$ cat config.mk
export PLATFORM = sky130hd
export DESIGN_NAME = crc8_stream
export DESIGN_NICKNAME = d
export VERILOG_FILES = /design/src/rtl/crc8_pkg.sv /design/src/rtl/crc8_stream.sv
export SDC_FILE = /design/constraint.sdc
export NUM_CORES = 1
export LEC_CHECK = 0
export CAP_MARGIN = 20
export CORE_MARGIN = 8
export CORE_UTILIZATION = 31
export CTS_CLUSTER_SIZE = 12
export DETAILED_ROUTE_END_ITERATION = 7
export HOLD_SLACK_MARGIN = 0.15
export PLACE_DENSITY = 0.8
export SYNTH_ARGS = -nofsm -noshare
export SYNTH_HDL_FRONTEND = slang
export SYNTH_SLANG_ARGS = --single-unit
$ cat constraint.sdc
create_clock -name clk_i -period 1.5 [get_ports clk_i]
set_clock_uncertainty 0.2 [all_clocks]
set_input_delay 0.15 -clock clk_i [delete_from_list [all_inputs] [get_ports clk_i]]
set_output_delay 0.15 -clock clk_i [all_outputs]
set_load 0.005 [all_outputs]
$ cat src/rtl/crc8_pkg.sv
// Shared definitions for the byte-stream CRC-8 engine: state encoding,
// CRC width and an 8-bit bit-reverse helper used by reflected variants.
package crc8_pkg;

  localparam int CRC_W = 8;

  typedef enum logic [1:0] {
    ACCEPT = 2'd0,
    WAIT   = 2'd1,
    DONE   = 2'd2
  } crc_state_e;

  function automatic logic [CRC_W-1:0] bitrev8(input logic [CRC_W-1:0] v);
    logic [CRC_W-1:0] r;
    r = '0;
    for (int i = 0; i < CRC_W; i++) begin
      r[i] = v[CRC_W-1-i];
    end
    return r;
  endfunction

endpackage

$ cat src/rtl/crc8_stream.sv
// Table-driven CRC-8 over a framed byte stream; the lookup ROM sits outside.
// Define CRC8_STREAM_REFIN_EN for reflected-input/output variants.
module crc8_stream
  import crc8_pkg::*;
#(
  parameter logic [CRC_W-1:0] INIT    = 8'h00,
  parameter logic [CRC_W-1:0] XOR_OUT = 8'h00
) (
  input  logic             clk_i,
  input  logic             rst_ni,
  input  logic [CRC_W-1:0] data_i,
  input  logic             valid_i,
  input  logic             last_i,
  output logic             ready_o,
  output logic [CRC_W-1:0] tbl_addr_o,
  input  logic [CRC_W-1:0] tbl_value_i,
  output logic [CRC_W-1:0] crc_o,
  output logic             crc_valid_o,
  input  logic             crc_ready_i,
  output logic [1:0]       dbg_state_o
);

  // Handshakes: a transfer happens on a rising edge where valid and ready
  // are both high; the producer holds its payload until that edge.

  crc_state_e       r_state;
  crc_state_e       w_next_state;
  logic [CRC_W-1:0] r_crc;
  logic             r_last;
  logic [CRC_W-1:0] w_data;
  logic [CRC_W-1:0] w_crc_view;

  always_comb begin
`ifdef CRC8_STREAM_REFIN_EN
    w_data     = bitrev8(data_i);
    w_crc_view = bitrev8(r_crc);
`else
    w_data     = data_i;
    w_crc_view = r_crc;
`endif
  end

  // The address is driven in every state; the ROM read only matters on
  // the ACCEPT handshake edge.
  assign tbl_addr_o  = r_crc ^ w_data;
  assign crc_o       = w_crc_view ^ XOR_OUT;
  assign ready_o     = (r_state == ACCEPT);
  assign crc_valid_o = (r_state == DONE);
  assign dbg_state_o = r_state;

  always_comb begin
    w_next_state = r_state;
    case (r_state)
      ACCEPT:  if (valid_i) w_next_state = WAIT;
      WAIT:    w_next_state = r_last ? DONE : ACCEPT;
      DONE:    if (crc_ready_i) w_next_state = ACCEPT;
      default: w_next_state = ACCEPT;
    endcase
  end

  always_ff @(posedge clk_i) begin
    if (!rst_ni) begin
      r_state <= ACCEPT;
      r_crc   <= INIT;
      r_last  <= 1'b0;
    end else begin
      r_state <= w_next_state;
      case (r_state)
        ACCEPT:  if (valid_i) r_last <= last_i;
        WAIT:    r_crc <= tbl_value_i;
        DONE:    if (crc_ready_i) r_crc <= INIT;
        default: r_crc <= INIT;
      endcase
    end
  end

endmodule

==> flow_metrics.py, run 1 <==
metrics = {
    "run_status": {
        "status": "completed",
    },
    "routing": {
        "wl_per_cell_um": 14.2,
        "first_pass_iters": 3,
        "wl_um": 1680,
        "dr_total_vias": 553,
        "dr.first_iter.drc_count": 2,
        "via_per_inst": 4.69,
        "remaining_drc_errors": 0,
        "ant_nets": 0,
    },
    "critical_path": {
        "critical-path-top-delay-family": "buffers and inverters",
        "crit_path_start_kind": "register",
        "cp_cell_sequence": "clkdlybuf4s50_1",
        "r2r_slack_ns": 0.25,
        "cp_slowest_cell": "clkdlybuf4s50_1",
        "critPathKind": "reg2out",
        "end_kind": "primary output",
        "required_ns": 1.15,
        "ff2ff_path_depth": 4,
        "crit_buf_inv": 1,
        "critPathMaxStageDelay_ns": 0.51,
        "cp_max_fo": 3,
        "rr_startpoint": "dbg_state_o[0]$_SDFFE_PN0P_",
        "r2r_end": "crc_o[5]$_SDFFE_PN0P_",
        "crit_arrival_ns": 1.13,
    },
    "cts": {
        "htree_levels": 1,
        "clockRootBuffer": "clkbuf_4",
        "cts_buffers": 3,
        "clockBufferDepth": 2,
        "clk_latency_ns": 0.26,
        "cts_tree": "done",
        "cts_hold_buf": 0,
        "clk_pin_slew_worst_paths_ns": 0.07,
        "cts.sinks": 11,
    },
    "die": {
        "die_area_sq_um": 3260,
        "die_height_um": 57.1,
        "core_sq_um": 1650,
        "row_count": 15,
        "io_pins": 41,
        "fp.dieW_um": 57.1,
        "start_util_pct": 31.7,
    },
    "logic_synthesis": {
        "syn_nets": 76,
        "syn_area_sq_um": 523,
        "postSynthCellCount": 55,
        "synth_seq_cells": 11,
        "yosys_warnings": 0,
        "yosysUniqueCellTypes": 16,
        "syn_avg_cell_area_sq_um": 9.51,
        "yosysSeqAreaShare_pct": 42.1,
    },
    "global_route": {
        "grt_pass1_vias": 581,
        "grt_use_total_pct": 10.1,
        "grt_max_degree": 10,
        "grt_first_pass_wirelength_um": 2670,
        "antenna_found_initial": 0,
        "grt_overflow": 0,
    },
    "power_and_ir_drop": {
        "leakage_nw": 0.498,
        "p_per_area_nw_per_um2": 693,
        "ir_drop_mv": 0.414,
        "finalPower_w": 0.000693,
    },
    "placement": {
        "placed_area_sq_um": 952,
        "place_inst": 113,
        "hpwl_um": 1340,
        "port_buffers": 40,
        "place.gp.congestion": 0.700,
    },
    "finish": {
        "synthToLayoutAreaGrowth_pct": 91.1,
        "fin_util_pct": 60.5,
        "design_area_sq_um": 1000,
        "nets": 123,
        "stdcell_count": 118,
        "layout-drive-gt1-share_pct": 19.8,
        "antenna_cells": 0,
    },
    "sta": {
        "hold_viol": 0,
        "finalSetupTns_ns": 0,
        "fin_crit_sh_pct": 98.4,
        "drv_slew": 0,
        "rsz0062_at_grt": "false",
        "fmax_mhz": 677,
        "relSlewSlack_pct": 84.9,
        "worst_pin_slew_ns": 0.226,
        "period_needed_ns": 1.48,
        "setup_viol": 0,
    },
    "worst_hold_path": {
        "min_from": "tbl_value_i[4]",
        "min_path_cells": 3,
        "worstHoldEndpoint": "crc_o[4]$_SDFFE_PN0P_",
        "hold_path_class": "in2reg",
    },
    "flow_run": {
        "drv_cap": 0,
    },
}
## cells by family after synthesis
kind of cell	share of synthesized area, %
buffers and inverters	3.59
AO/OA/AOI/OAI	16.7
XOR/XNOR	13.4
AND/OR/NAND/NOR	24.2
flip-flops	42.1
## worst reg2reg max path, stage by stage (launching register included)
cell and delay (ns):
dfxtp_2 0.35, buf_6 0.12, nor2b_4 0.26, a22oi_1 0.13, nor2b_1 0.13
## power by group
part | internal [W] | switching [W]
Sequential | 0.000308 | 0.0000113
Clock | 0.000103 | 0.0000964
Combinational | 0.000118 | 0.0000558
Total | 0.000529 | 0.000163
## cell usage after synthesis
cell | instances | share of area [%]
dfxtp_1 | 11 | 42
nand2_1 | 8 | 5.7
xor2_1 | 8 | 13
a21boi_1 | 6 | 8.6
nand3b_1 | 6 | 8.6
a22oi_1 | 3 | 4.3
nor2b_1 | 3 | 3.6
a21oi_1 | 2 | 1.9
a41o_1 | 1 | 1.9
and2b_2 | 1 | 1.7
and3_1 | 1 | 1.2
buf_6 | 1 | 2.2
clkbuf_1 | 1 | 0.72
inv_1 | 1 | 0.72
nor2_1 | 1 | 0.72
nor2b_4 | 1 | 2.6
## state kept, by name, indices dropped and copies added (netlist names)
register and flops:
dbg_state_o 2, r_last 1, crc_o 8
## layout by cell type (no fill, tap or decap), types with 4 or more instances in the layout
| cell type | count |
|---|---|
| clkdlybuf4s50_1 | 24 |
| dfxtp_2 | 10 |
| nand3b_1 | 6 |
| nand2_1 | 8 |
| dlymetal6s2s_1 | 4 |
| a21boi_1 | 6 |
| xor2_1 | 8 |
| dlygate4sd2_1 | 12 |
## layout make-up
cell class              count  area (sq um)
repair buffers             44           429
clock buffers               4          26.3
flip-flops and latches     11           233
well taps                  17          21.3
multi-input cells          41           287
fillers                   147           652
inverters                   1          3.75
## metrics by stage
stage                     setup WS [ns]  hold WS (ns)
final                            0.0237         0.223
after global routing          0.0000384         0.252
after CTS                       0.00220         0.222
after detailed placement         -0.171         0.298
after global placement           -0.132         0.291
after floorplan                   0.285        0.0849
## per-layer routing
| layer | global-route usage [%] | vias to the layer above | share of wire, % |
|---|---|---|---|
| li1 | - | 278 | - |
| met1 | 9.49 | 242 | 39 |
| met2 | 17.1 | 27 | 49 |
| met3 | 5.76 | 6 | 8.5 |
| met4 | 5.37 | 0 | 3.3 |
| met5 | 0 | - | 0 |
## what timing repair did
item | in CTS | in global routing
hold endpoints to repair | 0 | 0
setup buffers | 1 | 0
resized for setup | 23 | 5
setup endpoints to repair | 18 | 4
pin swaps | 1 | 0
## worst max-delay path by stage
stage	from	to	slack (ns)	depth (start not counted)
after floorplan	dbg_state_o[0]$_SDFFE_PN0P_	dbg_state_o[1]$_SDFFE_PN0P_	0.28	3
after global placement	data_i[2]	tbl_addr_o[2]	-0.13	3
after detailed placement	data_i[2]	tbl_addr_o[2]	-0.17	3
after CTS	crc_o[1]$_SDFFE_PN0P_	crc_o[1]	0.002	1
after global routing	crc_o[6]$_SDFFE_PN0P_	crc_o[6]	0.00004	1
final	crc_o[6]$_SDFFE_PN0P_	crc_o[6]	0.02	1
No activity file was read; power rests on OpenSTA's default activity.
==> inputs of run 2 (changes only) <==
--- a/config.mk
+++ b/config.mk
@@ -6,12 +6,13 @@
 export NUM_CORES = 1
 export LEC_CHECK = 0
 export CAP_MARGIN = 20
-export CORE_MARGIN = 8
-export CORE_UTILIZATION = 31
+export CORE_AREA = 8 8 45 47
 export CTS_CLUSTER_SIZE = 12
 export DETAILED_ROUTE_END_ITERATION = 7
+export DIE_AREA = 0 0 53 55
+export DONT_BUFFER_PORTS = 1
 export HOLD_SLACK_MARGIN = 0.15
-export PLACE_DENSITY = 0.8
+export PLACE_DENSITY = 0.58
 export SYNTH_ARGS = -nofsm -noshare
 export SYNTH_HDL_FRONTEND = slang
 export SYNTH_SLANG_ARGS = --single-unit
==> run 2 against run 1 <==
Final cell count decreased by 27%. Sequential power about the same. Routed wire length decreased by 18%. First-iteration DRC count increased by 100%. Critical path type unchanged. Via count decreased by 20%. Sequential share of layout area increased by 9.0 points. Critical path depth unchanged. Combinational power decreased by 49%. Global-route usage decreased by 1.0 points. Largest power group unchanged.
==> flow_metrics.py, run 2 (synthesized netlist as in run 1, its figures left out) <==
metrics = {
    "run_status": {
        "status": "completed",
    },
    "routing": {
        "dr.first_iter.drc_count": 4,
        "wl_um": 1380,
        "dr_total_vias": 444,
        "wl_per_cell_um": 16.0,
        "remaining_drc_errors": 0,
        "first_pass_iters": 2,
        "via_per_inst": 5.16,
        "ant_nets": 0,
    },
    "finish": {
        "layout-drive-gt1-share_pct": 10.0,
        "nFillCells": 123,
        "synthToLayoutAreaGrowth_pct": 30.6,
        "largest_register_ffs": 8,
        "antenna_cells": 0,
        "final_cell_mix": "dlygate4sd3_1 (12), dfxtp_1 (11), xor2_1 (8), nand2_1 (8)",
        "nets": 92,
        "layout_commonest_cell": "dlygate4sd3_1",
    },
    "cts": {
        "cts_buffers": 3,
        "cts_tree": "done",
        "clk_latency_ns": 0.26,
        "clockRootBuffer": "clkbuf_4",
        "clk_pin_slew_worst_paths_ns": 0.07,
        "htree_levels": 1,
        "clockBufferDepth": 2,
        "ctsResizeCount": 0,
        "cts.sinks": 11,
    },
    "power_and_ir_drop": {
        "leakage_nw": 0.286,
        "ir_drop_mv": 0.579,
        "p_per_area_nw_per_um2": 897,
    },
    "flow_run": {
        "drv_cap": 0,
    },
    "die": {
        "fp.dieW_um": 53,
        "io_pins": 41,
        "die_area_sq_um": 2920,
        "start_util_pct": 37.8,
        "row_count": 14,
        "core_sq_um": 1380,
        "die_height_um": 55,
    },
    "sta": {
        "finalSetupTns_ns": 0,
        "rsz0062_at_grt": "false",
        "relSlewSlack_pct": 76.4,
        "hold_viol": 0,
        "fmax_mhz": 771,
        "fin_crit_sh_pct": 86.5,
        "drv_slew": 0,
        "fin_ws_ns": 0.203,
        "period_needed_ns": 1.30,
        "worst_pin_slew_ns": 0.353,
        "setup_viol": 0,
    },
    "global_route": {
        "grt_first_pass_wirelength_um": 1950,
        "grt_use_total_pct": 9.10,
        "grt_max_degree": 13,
        "antenna_found_initial": 0,
        "grt_overflow": 0,
        "grt_pass1_vias": 443,
    },
    "critical_path": {
        "critPathKind": "reg2out",
        "crit_buf_inv": 0,
        "critPathMaxStageDelay_ns": 0.47,
        "cp_max_fo": 6,
        "cp_slowest_cell": "dfxtp_1",
        "crit_arrival_ns": 0.95,
        "critical-path-top-delay-family": "flip-flops",
        "cp_cell_sequence": "and2b_2",
        "crit_path_start_kind": "register",
        "required_ns": 1.15,
        "end_kind": "primary output",
    },
    "placement": {
        "pre_cts_ws_ns": 0.248,
        "port_buffers": 0,
        "hpwl_um": 1030,
        "place.gp.congestion": 0.624,
    },
    "worst_hold_path": {
        "hold_path_class": "in2out",
    },
}
run 2: cell types whose count changed in the layout (fill, tap and decap cells not counted), moves of 2 or more:
cell / before / now
dlygate4sd3_1: 0 / 12
dfxtp_1: 1 / 11
dfxtp_2: 10 / 0
clkdlybuf4s50_1: 24 / 0
buf_4: 3 / 1
dlymetal6s2s_1: 4 / 0
dlygate4sd2_1: 12 / 0
run 2: path summary, 6_finish.rpt:
kind                                                  start               endpoint  slack (ns)  depth (start not counted)
worst max register to register  dbg_state_o[1]$_SDFFE_PN0P_    r_last$_SDFFE_PN0P_        0.26                          3
worst max-delay path            dbg_state_o[1]$_SDFFE_PN0P_            crc_valid_o        0.20                          1
worst min-delay path                              data_i[0]          tbl_addr_o[0]        0.16                          1
worst min register to register        crc_o[1]$_SDFFE_PN0P_  crc_o[1]$_SDFFE_PN0P_        0.33                          2
run 2: layer usage:
layer	global-route usage (%)	vias up	part of all wire (%)
li1	-	217	-
met1	8.27	201	33
met2	14.6	26	48
met3	7.49	0	19
met4	3.88	0	0
met5	0	-	0
run 2: metrics by stage:
stage | area [sq um] | total power (W) | util (%) | hold WS [ns] | std cells
CTS | 683 | 0.000626 | 49.4 | 0.159 | 86
floorplan | 523 | 0.000379 | - | 0.0849 | 55
global route | 683 | 0.000649 | 49.4 | 0.159 | 86
finish | 683 | 0.000613 | 49.4 | 0.157 | 86
global placement | 536 | 0.000389 | 38.7 | 0.0849 | 70
detailed placement | 536 | 0.000389 | 38.7 | 0.0885 | 70
run 2: cell type report:
class,count,area [sq um],share of cell area (%)
multi-input combinational,41,284,41.6
timing repair buffer,13,128,18.7
inverter,1,3.75,0.549
clock inverter,1,5.00,0.733
tap,16,20.0,2.93
sequential,11,220,32.2
clock buffer,3,22.5,3.30
run 2: what timing repair did:
item                                   in CTS  in global routing
endpoints found under the hold margin      11                  0
hold buffers                               12                  0
setup buffers                               0                  0
run 2: power by group:
| part | total, W | switching (W) | internal, W |
|---|---|---|---|
| Combinational | 0.0000894 | 0.0000381 | 0.0000513 |
| Sequential | 0.000321 | 0.0000151 | 0.000306 |
| Clock | 0.000203 | 0.000104 | 0.0000985 |
